[config.mk]
export PLATFORM = sky130hd
export DESIGN_NAME = branch_resolve_unit
export DESIGN_NICKNAME = d
export VERILOG_FILES = /design/src/rtl/branch_pkg.sv /design/src/rtl/branch_resolve_unit_bht_counter.sv /design/src/rtl/branch_resolve_unit.sv
export SDC_FILE = /design/constraint.sdc
export NUM_CORES = 1
export LEC_CHECK = 0
export BUFFER_PORTS_ARGS = -buffer_cell sky130_fd_sc_hd__buf_2
export CAP_MARGIN = 15
export CELL_PAD_IN_SITES_DETAIL_PLACEMENT = 0
export CELL_PAD_IN_SITES_GLOBAL_PLACEMENT = 2
export CORE_ASPECT_RATIO = 1.5
export CORE_UTILIZATION = 34
export DETAILED_ROUTE_END_ITERATION = 8
export PLACE_DENSITY_LB_ADDON = 0.15
export SYNTH_ARGS = -nofsm -noshare
export SYNTH_HDL_FRONTEND = slang
export SYNTH_SLANG_ARGS = --single-unit
[constraint.sdc]
create_clock -name clk -period 3.25 [get_ports clk]
set_clock_uncertainty 0.15 [all_clocks]
set_input_delay 0 -clock clk [delete_from_list [all_inputs] [get_ports clk]]
set_output_delay 0 -clock clk [all_outputs]
set_load 0.05 [all_outputs]
[src/rtl/branch_pkg.sv]
// Shared definitions for the branch resolve unit: opcode constants,
// branch funct3 encodings and the 2-bit history-counter states.
package branch_pkg;

  localparam logic [6:0] BRANCH = 7'b1100011;
  localparam logic [6:0] JAL    = 7'b1101111;
  localparam logic [6:0] JALR   = 7'b1100111;

  typedef enum logic [2:0] {
    BEQ  = 3'b000,
    BNE  = 3'b001,
    BLT  = 3'b100,
    BGE  = 3'b101,
    BLTU = 3'b110,
    BGEU = 3'b111
  } fun3_e;

  typedef enum logic [1:0] {
    SNT = 2'b00,
    WNT = 2'b01,
    WT  = 2'b10,
    ST  = 2'b11
  } bht_state_e;

endpackage

[src/rtl/branch_resolve_unit_bht_counter.sv]
// One 2-bit saturating branch-history counter. Resets to weakly-not-taken.
module bht_counter
  import branch_pkg::*;
(
  input  logic       clk,
  input  logic       rst_n,
  input  logic       en,
  input  logic       taken,
  output logic [1:0] state
);

  logic [1:0] r_state;

  // Saturating increment on taken, saturating decrement on not taken.
  always_ff @(posedge clk or negedge rst_n) begin
    if (!rst_n) begin
      r_state <= WNT;
    end else if (en) begin
      if (taken) begin
        if (r_state != ST) r_state <= r_state + 2'd1;
      end else begin
        if (r_state != SNT) r_state <= r_state - 2'd1;
      end
    end
  end

  assign state = r_state;

endmodule

[src/rtl/branch_resolve_unit.sv]
// Branch resolve unit: resolves conditional branches and jumps in execute,
// predicts fetch-stage branches from a table of 2-bit counters indexed by
// pc[IDX_W+1:2], and keeps branch/mispredict statistics.
// ex_valid qualifies every execute-stage input: with ex_valid low the outcome
// is still computed but nothing is counted, no table entry changes and
// mispredict stays low.
module branch_resolve_unit
  import branch_pkg::*;
#(
  parameter int XLEN        = 32,
  parameter int BHT_ENTRIES = 64,
  parameter int CNT_W       = 32
) (
  input  logic            clk,
  input  logic            rst_n,
  input  logic [XLEN-1:0] pc_f,
  output logic            pred_taken,
  input  logic            ex_valid,
  input  logic [XLEN-1:0] pc_e,
  input  logic [6:0]      opcode,
  input  logic [2:0]      fun3,
  input  logic [XLEN-1:0] forwarded_A,
  input  logic [XLEN-1:0] forwarded_B,
  input  logic            ex_pred_taken,
  output logic            br_taken,
  output logic            mispredict,
  input  logic            clear_stats,
  output logic [CNT_W-1:0] br_count,
  output logic [CNT_W-1:0] miss_count
);

  localparam int IDX_W = $clog2(BHT_ENTRIES);

  logic [IDX_W-1:0] w_idx_f;
  logic [IDX_W-1:0] w_idx_e;
  logic             w_is_cond;
  logic             w_is_jump;
  logic             w_cond_taken;
  logic             w_update;
  logic [1:0]       w_state [BHT_ENTRIES];
  logic             w_unused;

  logic [CNT_W-1:0] r_br_count;
  logic [CNT_W-1:0] r_miss_count;

  assign w_idx_f = pc_f[IDX_W+1:2];
  assign w_idx_e = pc_e[IDX_W+1:2];

  // PC bits outside the index field carry no information for this unit.
  assign w_unused = ^{pc_f[XLEN-1:IDX_W+2], pc_f[1:0],
                      pc_e[XLEN-1:IDX_W+2], pc_e[1:0]};

  // Conditional-branch comparison; reserved funct3 codes are not branches.
  always_comb begin
    w_is_cond    = 1'b0;
    w_cond_taken = 1'b0;
    if (opcode == BRANCH) begin
      w_is_cond = 1'b1;
      case (fun3)
        BEQ:     w_cond_taken = (forwarded_A == forwarded_B);
        BNE:     w_cond_taken = (forwarded_A != forwarded_B);
        BLT:     w_cond_taken = ($signed(forwarded_A) <  $signed(forwarded_B));
        BGE:     w_cond_taken = ($signed(forwarded_A) >= $signed(forwarded_B));
        BLTU:    w_cond_taken = (forwarded_A <  forwarded_B);
        BGEU:    w_cond_taken = (forwarded_A >= forwarded_B);
        default: w_is_cond    = 1'b0;
      endcase
    end
  end

  assign w_is_jump  = (opcode == JAL) || (opcode == JALR);
  assign br_taken   = w_is_jump | w_cond_taken;
  assign mispredict = ex_valid & (w_is_cond | w_is_jump) & (br_taken ^ ex_pred_taken);
  assign w_update   = ex_valid & w_is_cond;

  // History table: only a valid legal conditional branch trains its entry.
  for (genvar gi = 0; gi < BHT_ENTRIES; gi++) begin : g_bht
    bht_counter u_cnt (
      .clk   (clk),
      .rst_n (rst_n),
      .en    (w_update && (w_idx_e == IDX_W'(gi))),
      .taken (br_taken),
      .state (w_state[gi])
    );
  end

  // Prediction reads the registered entry, so a same-cycle update is not seen.
  assign pred_taken = w_state[w_idx_f][1];

  // Statistics counters: clear dominates, otherwise saturating increments.
  always_ff @(posedge clk or negedge rst_n) begin
    if (!rst_n) begin
      r_br_count   <= '0;
      r_miss_count <= '0;
    end else if (clear_stats) begin
      r_br_count   <= '0;
      r_miss_count <= '0;
    end else begin
      if (w_update && (r_br_count != {CNT_W{1'b1}}))
        r_br_count <= r_br_count + 1'b1;
      if (mispredict && (r_miss_count != {CNT_W{1'b1}}))
        r_miss_count <= r_miss_count + 1'b1;
    end
  end

  assign br_count   = r_br_count;
  assign miss_count = r_miss_count;

endmodule

# Yosys cells after proc, flatten, opt, wreduce, memory -nomap -nowiden
# Index checks and enable logic that the tools add are counted.
# classes
add_sub_neg,130
order_cmp,5
eq_ne,203
mux,203
bitwise,7
reduce_logical,264
# ops
op,count
$mux W2,194
$reduce_bool A2 Y1,130
$eq A6 B6 Y1 const B,32
$reduce_and A3 Y1,64
$add A2 B1 Y2 const B,64
$mux W32,4
$ne A2 B1 Y1 const B,64
$ne A2 B2 Y1 const B,64
$sub A2 B1 Y2 const B,64
$eq A6 B5 Y1 const B,16
$logic_and A1 B1 Y1,66
$add A32 B1 Y32 const B,2
$ge A32 B32 Y1,2
$lt A32 B32 Y1,2
$ne A32 B32 Y1 const B,2
$eq A6 B4 Y1 const B,8
$eq A32 B32 Y1,1
$ne A32 B32 Y1,1
$eq A6 B3 Y1 const B,4
$eq A7 B7 Y1 const B,3
$bmux W2 S6,1
$eq A3 B3 Y1 const B,4
$eq A6 B2 Y1 const B,2
$ge A7 B7 Y1 const B,1
12 further kinds,17
# totals
reg_bits,192
in_bits,143
output_inout_bits,67
wordCells,878

# Depth between registers and ports, before layout
# logic_depth
ltp_word,10
ltp_mapped,14
mapped_depth_nobuf,11

# Modules after synthesis
# A second synthesis with hierarchy kept.
# unflattened
hier_cells,1139
hier_area_um2,11438.5
# by_module_without_submodules
module,instances,cells_per_inst,area_each_um2,seq_area_each_um2
bht_counter,64,8,96.3,51.3
branch_resolve_unit,1,627,5272.6,1601.5

# Least setup slack after synthesis
# No wires, ideal clock.
# synth_timing
kind,flip-flop to flip-flop
startpoint,reg r_miss_count[6] (netlist: miss_count[6])
endpoint,reg r_miss_count[1] (netlist: miss_count[1])
setup_time_ns,0.132
arrival_time_ns,2.585
required_time_ns,2.968
path_slack_ns,0.384
stages_incl_launch_ff,12
n_path_buf,2
cell_sequence,dfrtp_1 and4_1 nand3_1 or2_2 nor2_1 a31oi_1 nand2_1 mux2_4 buf_4 buf_2 mux2i_1 nor2_1
# synth_between
elab_chain_cells,3
# synth_lines
element,line_no,source
start: declaration,branch_resolve_unit.sv:44,logic [CNT_W-1:0] r_miss_count;
start signal: assignment,branch_resolve_unit.sv:102,r_miss_count <= r_miss_count + 1'b1;
$ne A32 B32 Y1,branch_resolve_unit.sv:101,if (mispredict && (r_miss_count != {CNT_W{1'b1}}))
$logic_and A1 B1 Y1,branch_resolve_unit.sv:101,
$reduce_bool A2 Y1 (no line),--,
# Every way passes these cells.
# A chain may end at the register's enable or synchronous reset.

# Worst setup path after layout
# layout_timing
startpoint,in forwarded_B[26]
endpoint,out mispredict
# layout_between
elab_chain_cells,6
elab_cells_between_ends,11
classes_between,4 x order compare; 2 x eq/ne; 2 x mux; 3 x bitwise
# layout_lines
element,line_no,source
start: declaration,branch_resolve_unit.sv:23,"input logic [XLEN-1:0] forwarded_B,"
$ge A32 B32 Y1 (tied with other cells),branch_resolve_unit.sv:65,BGEU: w_cond_taken = (forwarded_A >= forwarded_B);
$pmux W1 S6 *,branch_resolve_unit.sv:59,case (fun3)
$mux W1 *,branch_resolve_unit.sv:57,if (opcode == BRANCH) begin
$or A1 B1 Y1 *,branch_resolve_unit.sv:72,assign br_taken = w_is_jump | w_cond_taken;
$xor A1 B1 Y1 *,branch_resolve_unit.sv:73,assign mispredict = ex_valid & (w_is_cond | w_is_jump) & (br_taken ^ ex_pred_taken);
$and A1 B1 Y1 *,branch_resolve_unit.sv:73,
end: declaration,branch_resolve_unit.sv:26,"output logic mispredict,"
# Every way passes the cells marked *; elsewhere a longest branch is shown, timed or not.

==> qor.csv <==
stage,metric,value,unit
final_layout,cell area after layout,13400,µm²
clock_tree,Clock Pin Slew Worst Setup and Hold Paths,70,ps
clock_tree,insertion delay to the later sink of the worst-skew pair,450,ps
floorplan,Die ar.,34000,µm²
critical_path,reg2reg start,miss_count[18]$_DFFE_PN0P_,
floorplan,Top Ports,210,
floorplan,Die Y,225,µm
route,post-DR wirelength/cell,16.6,µm
synth,most common cell in the netlist,a21oi_1,
synth,"Cell Area, Synth",11300,µm²
timing,final worst-path cycle share,90.2,%
synth,Yosys cell types,57,
timing,Fin. Hold Viols,0,
synth,prevailing post-synth register cell,dfrtp_1,
clock_tree,# H-tree levels,4,
route,Routed Antenna Nets,0,
route,drt drc,0,
min_path,HP Class,in -> async,
grt,largest net degree at the start of global routing,88,
timing,unrepaired setup endpoints after global routing,false,
critical_path,Worst Setup SP,forwarded_B[26],
floorplan,# rows,81,
critical_path,r2r endpoint,miss_count[4]$_DFFE_PN0P_,
timing,Final Slew Violations,0,
pwr,Pleak,6.04,nW
floorplan,die width,151,µm
synth,cell taking the most area after synthesis,dfrtp_1,
synth,"top cells by count, synth","166 x a21oi_1, 146 x o21ai_0, 128 x dfrtp_1",
critical_path,Critical Path AT,2780,ps
synth,sequential share of the synthesized area,43.2,%
final_layout,area grow syn2layout,18.6,%
final_layout,final net count,1592,
synth,Yosys top cell area share,28.3,%
grt,initial antenna violation count,0,
pwr,Sw Ratio,24.1,%
critical_path,CP endpoint,mispredict,
synth,ranking of synthesized cells by area,"dfrtp_1 28%, dfstp_2 15%, a21oi_1 7.3%",
clock_tree,clock tree from TritonCTS,done,
route,Total Wirelength,30.6,mm
final_layout,"Core Util, Final",41.1,%
outcome,status,"finished, final reports clean",
timing,f_max,0.341,GHz
synth,Yosys warning total,0,
grt,vias in the first global route,9644,
critical_path,flop2flop setup slack,380,ps
timing,Hold Worst Slack,25.4,ps
place,placed cell area,12700,µm²
route,DR pass1 iterations,4,
critical_path,Crit. End Element,primary output,
pwr,Tot Pwr,5.01,mW
timing,Final Setup Violations,0,
route,first-iteration detailed-routing DRC count,336,
critical_path,startpoint class of the critical path,input pin,
pwr,share of power burned in registers,47.9,%
route,Vias per Instance,5.45,
timing,Period minus WS final,2930,ps
floorplan,core area,32600,µm²
pwr,clock share of power,45.0,%
critical_path,WS Path Type,in -> out,
timing,Max-slew headroom,40.5,%
place,port bufs,157,
floorplan,Initial Util,34.7,%
final_layout,layout cells sized above 1,22.9,%
synth,Post-Syn Nets,1450,
synth,Mapped Avg Cell Area,8.89,µm²
timing,Total Neg Setup Slack,0,ps
pwr,internal power,3.80,mW
pwr,combinational fraction of design power,7.1,%
clock_tree,Sink Count,192,
synth,number of flops mapped to enable cells by yosys,0,
critical_path,worst path required time,3100,ps
grt,grt ovf,0,
critical_path,Register-to-Register Path Depth,10,
pwr,peak supply drop,0.263,mV
grt,first-pass GRT wire length,50.5,mm
synth,Cells after Synth,1273,
synth,ys async rst share,100,%
critical_path,Critical Path Fanout Max,11,
clock_tree,Bufs on Longest Clock Path,2,
pwr,Pwr per Cell Area,373,nW/µm²
place,gp weighted congestion,0.789,
route,routed via count,10000,
pwr,Net Switching,1.21,mW
timing,Worst Max-Slew Pin Slew,890,ps
final_layout,n_diodes,0,
place,Post-DP HPWL,21.7,mm
grt,Tot GR Track Use,18.9,%
job,Max-Cap Viols,0,
synth,synthesis-stage register bit count,192,
clock_tree,total CTS buffers,17,
clock_tree,Root Buffer,clkbuf_16,
==> layout by cell type (no fill, tap or decap), drive strengths merged, types with 30 or more instances in the layout <==
cell	instances
o21ai	147
o2111ai	63
a21oi	166
dfstp	64
buf	193
nand3	30
inv	112
nand2	104
dfrtp	128
a31oi	65
ha	34
nor2	76
==> worst min path at each step <==
stage,from,endpoint,slack (ps),depth (start not counted)
after CTS,rst_n,g_bht[48].u_cnt.state[1]$_DFFE_PN0P_,40,2
after global routing,rst_n,g_bht[48].u_cnt.state[1]$_DFFE_PN0P_,90,2
after global placement,rst_n,g_bht[48].u_cnt.state[1]$_DFFE_PN0P_,-20,1
after floorplan,rst_n,br_count[0]$_DFFE_PN0P_,-450,0
final,rst_n,g_bht[48].u_cnt.state[1]$_DFFE_PN0P_,30,2
after detailed placement,rst_n,g_bht[48].u_cnt.state[1]$_DFFE_PN0P_,-30,1
==> stage by stage <==
stage	setup slack, ps	std cells
2_1_floorplan	384	1273
3_3_place_gp	73.9	1799
3_5_place_dp	26.2	1799
4_1_cts	239	1843
5_1_grt	21.3	1843
6_report	319	1843
==> registers in the layout, summed over array words and instances, names as in the netlist <==
| name | cells |
|---|---|
| br_count | 32 |
| miss_count | 32 |
| g_bht.u_cnt.state | 128 |
==> cell families (layout without fill, tap and decap cells) <==
logic type / after synthesis / after routing / share of synthesized area, %
buffers and inverters: 191 / 346 / 6.69
flip-flops: 192 / 192 / 43.2
multiplexers: 30 / 30 / 5.09
AND/OR/NAND/NOR: 326 / 326 / 14.2
AO/OA/AOI/OAI: 467 / 467 / 24.4
XOR/XNOR: 33 / 33 / 2.62
adder cells (fa/ha/maj): 34 / 34 / 3.76
==> power groups by stage <==
stage	Combinational [mW]	Sequential (mW)	Clock, mW
finish	0.358	2.40	2.25
global route	0.408	2.40	2.42
CTS	0.369	2.40	2.33
detailed placement	0.358	2.44	0
global placement	0.355	2.44	0
floorplan	0.171	2.44	0
==> final cells by class <==
type / instances / area (µm²)
Tap cell: 415 / 519
Fill cell: 3339 / 19200
Clock inverter: 10 / 149
Timing Repair Buffer: 206 / 1290
Sequential cell: 192 / 4880
Inverter: 108 / 405
Multi-Input combinational cell: 890 / 5700
Clock buffer: 22 / 464
==> repair_timing <==
item                      CTS  global route
hold endpoints to repair  127             0
gates resized for setup     0             0
hold buffers               12             0
setup buffers               0             0
==> worst max-delay path: stages <==
cell and delay, ps:
buf_2 70, inv_1 30, ha_1 340, nand4_1 120, a21oi_1 120, nor2_1 60, o311ai_0 530, a31oi_1 230
a31oi_4 310, xor2_2 470, buf_4 230, nor2_1 50, buf_2 210
==> metal layers <==
metal  up-vias  GRT usage, %  part of all wire [%]
met2       146          33.2                    51
met4         0          6.55                   2.2
met3        37          3.74                   3.7
met5         -             0                     0
met1      4911          22.8                    43
li1       4948             -                     -
Note: power is estimated with default switching activity, not from simulation.
